File: config.mk
export PLATFORM = sky130hd
export DESIGN_NAME = ps2_scan_filter
export DESIGN_NICKNAME = d
export VERILOG_FILES = /design/src/rtl/ps2_scan_filter_pkg.sv /design/src/rtl/ps2_scan_filter_key_fifo.sv /design/src/rtl/ps2_scan_filter.sv
export SDC_FILE = /design/constraint.sdc
export NUM_CORES = 1
export LEC_CHECK = 0
export ABC_CLOCK_PERIOD_IN_PS = 1800
export CAP_MARGIN = 10
export CORE_MARGIN = 5
export CORE_UTILIZATION = 54
export DETAILED_ROUTE_END_ITERATION = 12
export MAX_ROUTING_LAYER = met4
export PLACE_DENSITY_LB_ADDON = 0.15
export SYNTH_ARGS = -nofsm -noshare
export SYNTH_HDL_FRONTEND = slang
export SYNTH_SLANG_ARGS = --single-unit
File: constraint.sdc
create_clock -name clk -period 1.8 [get_ports clk]
set_input_delay 0.18 -clock clk [delete_from_list [all_inputs] [get_ports clk]]
set_output_delay 0.18 -clock clk [all_outputs]
set_load 0.02 [all_outputs]
File: src/rtl/ps2_scan_filter_pkg.sv
// Shared constants, FSM states and FIFO entry width for the PS/2 scan filter.
// Entry width depends on the PS2_SHIFT_TRACK_EN macro (adds a shift bit).
package ps2_scan_filter_pkg;

  localparam logic [7:0] BRK_CODE = 8'hF0;
  localparam logic [7:0] EXT_CODE = 8'hE0;
  localparam logic [7:0] LSHIFT   = 8'h12;
  localparam logic [7:0] RSHIFT   = 8'h59;

`ifdef PS2_SHIFT_TRACK_EN
  // Entry layout: {shift, ext, code[7:0]}
  localparam int ENTRY_W = 10;
`else
  // Entry layout: {ext, code[7:0]}
  localparam int ENTRY_W = 9;
`endif

  typedef enum logic [1:0] {
    ST_IDLE = 2'd0,
    ST_EXT  = 2'd1,
    ST_BRK  = 2'd2
  } filt_state_t;

  function automatic logic is_shift_code(input logic [7:0] code);
    return (code == LSHIFT) || (code == RSHIFT);
  endfunction

endpackage

File: src/rtl/ps2_scan_filter_key_fifo.sv
// First-word-fall-through FIFO holding decoded key entries.
// Full/empty are registered flags; a push while full is accepted only with a
// simultaneous pop, and a pop while empty is ignored.
module key_fifo #(
  parameter int WIDTH  = 9,
  parameter int W_SIZE = 2
) (
  input  logic             clk,
  input  logic             reset_n,
  input  logic             i_push,
  input  logic             i_pop,
  input  logic [WIDTH-1:0] i_wdata,
  output logic [WIDTH-1:0] o_rdata,
  output logic             o_empty,
  output logic             o_full
);

  logic [WIDTH-1:0]  r_mem [2**W_SIZE];
  logic [W_SIZE-1:0] r_wptr;
  logic [W_SIZE-1:0] r_rptr;
  logic              r_empty;
  logic              r_full;
  logic              w_do_push;
  logic              w_do_pop;
  logic [W_SIZE-1:0] w_wptr_nxt;
  logic [W_SIZE-1:0] w_rptr_nxt;

  assign w_do_pop   = i_pop && !r_empty;
  assign w_do_push  = i_push && (!r_full || w_do_pop);
  assign w_wptr_nxt = r_wptr + 1'b1;
  assign w_rptr_nxt = r_rptr + 1'b1;

  assign o_rdata = r_mem[r_rptr];
  assign o_empty = r_empty;
  assign o_full  = r_full;

  // Storage array write; contents need no reset since flags gate visibility.
  always_ff @(posedge clk) begin
    if (w_do_push) begin
      r_mem[r_wptr] <= i_wdata;
    end
  end

  // Pointer and status-flag update; flags only change when occupancy changes.
  always_ff @(posedge clk or negedge reset_n) begin
    if (!reset_n) begin
      r_wptr  <= '0;
      r_rptr  <= '0;
      r_empty <= 1'b1;
      r_full  <= 1'b0;
    end else begin
      if (w_do_push) begin
        r_wptr <= w_wptr_nxt;
      end
      if (w_do_pop) begin
        r_rptr <= w_rptr_nxt;
      end
      if (w_do_push && !w_do_pop) begin
        r_empty <= 1'b0;
        r_full  <= (w_wptr_nxt == r_rptr);
      end else if (w_do_pop && !w_do_push) begin
        r_full  <= 1'b0;
        r_empty <= (w_rptr_nxt == r_wptr);
      end
    end
  end

endmodule

File: src/rtl/ps2_scan_filter.sv
// PS/2 scan-code filter: strips break (F0 xx) and extended (E0) prefixes,
// tags extended keys and queues make codes in a small FWFT FIFO.
// Optional Shift tracking is enabled by defining PS2_SHIFT_TRACK_EN.
module ps2_scan_filter
  import ps2_scan_filter_pkg::*;
#(
  parameter int W_SIZE = 2
) (
  input  logic       clk,
  input  logic       reset_n,
  input  logic       rx_done_tick,
  input  logic [7:0] rx_data,
  input  logic       rd_key,
  output logic [7:0] key_code,
  output logic       key_ext,
  output logic       key_shift,
  output logic       key_empty,
  output logic       key_full,
  output logic       drop_tick
);

  filt_state_t        r_state;
  filt_state_t        w_state_nxt;
  logic               r_ext;
  logic               w_ext_nxt;
  logic               r_drop;
  logic               w_push;
  logic [ENTRY_W-1:0] w_wdata;
  logic [ENTRY_W-1:0] w_rdata;
  logic               w_empty;
  logic               w_full;
`ifdef PS2_SHIFT_TRACK_EN
  logic               r_shift;
  logic               w_shift_nxt;
`endif

  // Filter FSM state, extended flag, shift flag and drop pulse registers.
  always_ff @(posedge clk or negedge reset_n) begin
    if (!reset_n) begin
      r_state <= ST_IDLE;
      r_ext   <= 1'b0;
      r_drop  <= 1'b0;
`ifdef PS2_SHIFT_TRACK_EN
      r_shift <= 1'b0;
`endif
    end else begin
      r_state <= w_state_nxt;
      r_ext   <= w_ext_nxt;
      r_drop  <= w_push && w_full && !rd_key;
`ifdef PS2_SHIFT_TRACK_EN
      r_shift <= w_shift_nxt;
`endif
    end
  end

  // Next-state decode; a make code raises w_push with the entry to store.
  always_comb begin
    w_state_nxt = r_state;
    w_ext_nxt   = r_ext;
    w_push      = 1'b0;
`ifdef PS2_SHIFT_TRACK_EN
    w_shift_nxt = r_shift;
    w_wdata     = {r_shift, 1'b0, rx_data};
`else
    w_wdata     = {1'b0, rx_data};
`endif
    if (rx_done_tick) begin
      unique case (r_state)
        ST_IDLE: begin
          if (rx_data == BRK_CODE) begin
            w_state_nxt = ST_BRK;
          end else if (rx_data == EXT_CODE) begin
            w_state_nxt = ST_EXT;
            w_ext_nxt   = 1'b1;
`ifdef PS2_SHIFT_TRACK_EN
          end else if (is_shift_code(rx_data)) begin
            w_shift_nxt = 1'b1;
`endif
          end else begin
            w_push = 1'b1;
          end
        end
        ST_EXT: begin
          if (rx_data == BRK_CODE) begin
            w_state_nxt = ST_BRK;
          end else if (rx_data != EXT_CODE) begin
            w_push      = 1'b1;
`ifdef PS2_SHIFT_TRACK_EN
            w_wdata     = {r_shift, 1'b1, rx_data};
`else
            w_wdata     = {1'b1, rx_data};
`endif
            w_ext_nxt   = 1'b0;
            w_state_nxt = ST_IDLE;
          end
        end
        ST_BRK: begin
`ifdef PS2_SHIFT_TRACK_EN
          if (!r_ext && is_shift_code(rx_data)) begin
            w_shift_nxt = 1'b0;
          end
`endif
          w_ext_nxt   = 1'b0;
          w_state_nxt = ST_IDLE;
        end
        default: begin
          w_ext_nxt   = 1'b0;
          w_state_nxt = ST_IDLE;
        end
      endcase
    end
  end

  key_fifo #(
    .WIDTH  (ENTRY_W),
    .W_SIZE (W_SIZE)
  ) u_key_fifo (
    .clk     (clk),
    .reset_n (reset_n),
    .i_push  (w_push),
    .i_pop   (rd_key),
    .i_wdata (w_wdata),
    .o_rdata (w_rdata),
    .o_empty (w_empty),
    .o_full  (w_full)
  );

  assign key_code  = w_empty ? 8'h00 : w_rdata[7:0];
  assign key_ext   = w_empty ? 1'b0  : w_rdata[8];
`ifdef PS2_SHIFT_TRACK_EN
  assign key_shift = w_empty ? 1'b0  : w_rdata[9];
`else
  assign key_shift = 1'b0;
`endif
  assign key_empty = w_empty;
  assign key_full  = w_full;
  assign drop_tick = r_drop;

endmodule

# == Yosys cells after proc, flatten, opt, wreduce, memory -nomap -nowiden ==
# Memory sizes are Yosys's and may differ from the RTL's.
# Cells that the tools add are included.
# op_classes
add_sub_neg,2
eq_ne,8
mux,23
n_reduce_logical,15
# ops
operator,n
9-bit 2-to-1 mux,4
8-bit == test (second input constant),2
1-bit 2-to-1 mux,12
2-bit 2-to-1 mux,4
8-bit 2-to-1 mux,1
8-bit != test (second input constant),1
1-bit logical AND,6
3-bit != test (second input constant),2
1-bit zero test,5
2-bit by 1-bit adder with 2-bit output (second input constant),2
2-bit == test,2
2-bit case mux with 2 select lines,1
3-bit AND reduction,1
2-bit by 1-bit == test with 1-bit output (second input constant),1
2-bit zero test,1
1-bit case mux with 2 select lines,1
2-bit nonzero test,1
1-bit logical OR,1
# totals
ff_bits,9
ram_bits,36
inputBits,12
out_inout_bits,13
wordCells,55
memories,1
# memory_table
name,words,width,rd,rd_ports_with_merged_regs,wr,line,text
u_key_fifo.r_mem,4,9,1,0,1,ps2_scan_filter_key_fifo.sv:18,logic [WIDTH-1:0] r_mem [2**W_SIZE];

# == Depth between registers and ports, before layout ==
# depth
word_depth,10
depth_mapped,5
mapped_depth_nobuf,5

# == Hierarchy ==
# Synthesis repeated with hierarchy kept, for this count alone.
# unflattened
hier_cells,109
area_unflattened_um2,1964.4
# modules_own_cells
mod,instances,cells_each,area_per_inst_um2,seq_area_each_um2
key_fifo,1,81,1710.4,1232.4
ps2_scan_filter,1,28,254.0,75.1

# == Least setup slack after synthesis ==
# Ideal clock, no wire load.
# synth_path
path_kind,register -> register
start,reg u_key_fifo.r_empty (netlist: u_key_fifo.o_empty)
end,"mem u_key_fifo.r_mem[2][0], enable pin"
setup_time_ns,0.337
t_arrival_ns,1.277
required_time_ns,1.463
setup_slack_ns,0.185
stages_incl_launch_ff,5
path_buffers,0
period_less_slack_ns,1.615
path_cell_list,dfstp_2 > and2b_1 > inv_1 > a21oi_2 > and2_1
# synth_between
elab_chain_len,6
# synth_lines
element,line,text
"start, declared",ps2_scan_filter_key_fifo.sv:21,logic r_empty;
"start signal, assigned",ps2_scan_filter_key_fifo.sv:63,r_empty <= (w_rptr_nxt == r_wptr);
1-bit zero test,ps2_scan_filter_key_fifo.sv:28,assign w_do_pop = i_pop && !r_empty;
1-bit logical AND,ps2_scan_filter_key_fifo.sv:28,
1-bit logical OR,ps2_scan_filter_key_fifo.sv:29,assign w_do_push = i_push && (!r_full || w_do_pop);
1-bit logical AND,ps2_scan_filter_key_fifo.sv:29,
1-bit 2-to-1 mux,ps2_scan_filter_key_fifo.sv:39,if (w_do_push) begin
1-bit 2-to-1 mux (not written as such),ps2_scan_filter_key_fifo.sv:40,r_mem[r_wptr] <= i_wdata;
"end, declared",ps2_scan_filter_key_fifo.sv:18,
# Every way passes these cells.

# == Worst setup path in the final report ==
# layout_path
start,reg u_key_fifo.r_rptr[0]
end,out key_code[7]
# layout_between
elab_chain_len,2
# layout_lines
element,line,text
"start, declared",ps2_scan_filter_key_fifo.sv:20,logic [W_SIZE-1:0] r_rptr;
"start signal, assigned",ps2_scan_filter_key_fifo.sv:56,r_rptr <= w_rptr_nxt;
memory 4 x 9 bit,--,
8-bit 2-to-1 mux,ps2_scan_filter.sv:128,assign key_code = w_empty ? 8'h00 : w_rdata[7:0];
"end, declared",ps2_scan_filter.sv:14,"output logic [7:0] key_code,"
# Every way passes these cells.

==> results_dict.tcl <==
set metrics [dict create \
    slowest_stage "mux4_2" \
    vdd_drop_max_uv 824.5 \
    violations "negative setup slack" \
    use_met2 0.2765 \
    cts_tree "done" \
    grt_pass1_wl_um 5768 \
    endpoint_kind "output pin" \
    wirelength_um 3608 \
    hp-class "primary input to async pin" \
    io_pins 25 \
    cap_viol_max_count 0 \
    finalNetCount 170 \
    drc 0 \
    start_util 0.5666 \
    grt.overflow.total 0 \
    clock_sinks 45 \
    power.leakage_nw 0.9617 \
    setup_slack_ns -0.08365 \
    synthDominantCellAreaShare 0.5629 \
    p_per_area_nw_per_um2 1553 \
    hold_viol_final 0 \
    vias 1069 \
    fin_skew_ns 0.01432 \
    grt.busiest_layer "met2" \
    antenna_found_initial 0 \
    cts-root-buf "clkbuf_4" \
    first_global_vias 1135 \
    regArea_sq_um 1310 \
    dr.pass1.iters 4 \
    worstSetupPathType "flip-flop to output pin" \
    n_antenna_cell 0 \
    r2r_cells 5 \
    multi_input_area_sq_um 613.1 \
    start_kind "flip-flop" \
    ys.warnings.count 0 \
    row_count 21 \
    die_x_um 69.64 \
    place_hpwl_um 2442 \
    fillers 219 \
    synth_cells 108 \
    ctsHoldBuffers 0 \
    min_period_ns 1.884 \
    die_h_um 69.64 \
    portBuffers 23 \
    met3_usage 0.03913 \
    synth_area_leaders "edfxtp_1, mux4_2, dfrtp_1, nor2b_1, ha_1" \
    netlist_area_sq_um 1921 \
    drt_iter0_drc 54 \
    finalCritPeriodShare 1.046 \
    setup_violations 9 \
    viasPerCell 5.318 \
    rsz0062_at_grt "yes" \
    tns_ns -0.5689 \
    finalMaxSlewViolations 0 \
    avgSynthCellArea_sq_um 17.78 \
    yosysUniqueCellTypes 31 \
    status "finished with violations" \
    core_sq_um 3390 \
    cp.required_ns 1.62 \
    ant_nets 0 \
    synth-seq-area-share 0.6808 \
    yosysTopAreaCell "edfxtp_1" \
    grt_usage 0.1611 \
    worst-r2r-setup-slack_ns 0.14 \
    met1_usage 0.1868 \
    ys_seq_elements 45 \
    hold_ws_ns 0.09761 \
    grt_max_degree 17 \
    cts_max_path_buffers 2 \
    path_cells "buf_6, mux4_2, nor2b_1, buf_4" \
    syn2layout_area_growth_pct 30.03 \
    max_freq_mhz 530.9 \
    worstPathArrival_ns 1.70 \
    cp_max_fo 5 \
    htreeDepth 2 \
    clock_latency_ns 0.35 \
    clk_pin_slew_ns 0.14 \
    max_stage_delay_ns 0.49 \
    syn_nets 124 \
    cts_made_buffers 5 \
    drive_above_1_share 0.3806 \
    wl_per_cell_um 17.95 \
    die_area_sq_um 4849 \
    place.gp.congestion 0.7775 \
]
-- path summary, 6_finish.rpt --
kind / start / to
setup / recovery: u_key_fifo.r_rptr[0] / key_code[7]
hold / removal: reset_n / u_key_fifo.o_full
setup reg to reg: u_key_fifo.r_wptr[0] / u_key_fifo.o_full
hold reg to reg: r_state[1] / r_state[1]
max in group asynchronous: reset_n / u_key_fifo.r_rptr[1]
min in group clk: rd_key / u_key_fifo.o_empty
-- layout make-up --
type                            count  share of cell area
Clock buffer                        5             0.01503
Clock inverter                      3             0.01002
Inverter                            5            0.007515
Multi-Input combinational cell     54              0.2455
Sequential cell                    45              0.5245
Tap cell                           46             0.02305
Timing Repair Buffer               43              0.1743
-- synthesized netlist by cell type, drive strengths merged --
cell type,instances
inv,5
edfxtp,36
nand4b,1
nand3,2
nor3b,1
o41ai,1
mux2,1
clkbuf,1
ha,4
a2bb2oi,1
nand2,3
and2,4
mux2i,1
nor2b,9
o22ai,1
xor2,3
buf,3
mux4,9
dfrtp,8
conb,1
xnor2,2
and2b,2
o21ai,2
a2111oi,1
nor2,1
nor4,1
dfstp,1
a21oi,1
nand2b,2
-- critical path: cells and delay by family, from the launching register on --
kind          cells  cell delay, ns
mux               1            0.49
flops             1            0.41
buf+inv           2            0.30
simple gates      1            0.14
-- timing repair --
item	in CTS	in global routing
pin swaps	0	0
cloned	1	0
resized for setup	44	21
endpoints found under the setup margin	10	10
setup buffers	2	1
-- report_power, final --
part / internal [mW] / leakage [nW] / switching (mW)
Clock: 0.159 / 0.0318 / 0.330
Sequential: 1.37 / 0.441 / 0.145
Combinational: 1.04 / 0.489 / 0.833
Total: 2.57 / 0.962 / 1.31
-- routing by layer --
layer,wire (um),up-vias
li1,-,497
met3,175,4
met1,1538,534
met4,24,0
met5,0,-
met2,1870,34
-- cells by family after synthesis --
family / Yosys count / synth area share
multiplexers: 11 / 0.1186
AO/OA/AOI/OAI: 7 / 0.03649
buffers and inverters: 9 / 0.02410
other: 1 / 0.001953
flip-flops: 45 / 0.6808
AND/OR/NAND/NOR: 26 / 0.08924
XOR/XNOR: 5 / 0.02281
adder cells (fa/ha/maj): 4 / 0.02606
-- registers in the layout, summed over array words and instances (netlist names) --
name,cells
u_key_fifo.o_full,1
u_key_fifo.r_rptr,2
drop_tick,1
r_state,2
u_key_fifo.r_mem,36
u_key_fifo.r_wptr,2
u_key_fifo.o_empty,1
-- per-stage QoR --
step	total power, mW	instances	instance area [sq um]	setup slack [ns]	util
final	3.878	201	2497	-0.08365	0.7368
after global placement	3.216	191	2379	-0.05582	0.7017
after CTS	3.749	202	2454	-0.1491	0.7239
after detailed placement	3.253	191	2379	-0.1083	0.7017
after global routing	4.098	201	2497	-0.1530	0.7368
after floorplan	2.475	108	1921	0.1854	-
-- layout by cell type, fill, tap and decap left out, types with 2 or more instances in the layout --
cell type         n
xor2_1            3
edfxtp_1         36
buf_4            15
clkdlybuf4s50_1  13
and2b_1           2
ha_1              4
nor2b_1           3
mux4_2            9
and2_1            4
clkbuf_4          5
xnor2_1           2
nand3_1           2
dfrtp_1           6
buf_2             2
nor2b_4           6
nand2b_1          2
o21ai_0           2
inv_1             5
nand2_1           3
buf_6             7
buf_12            4
dfrtp_2           2
No activity file was read; power rests on OpenSTA's default activity.
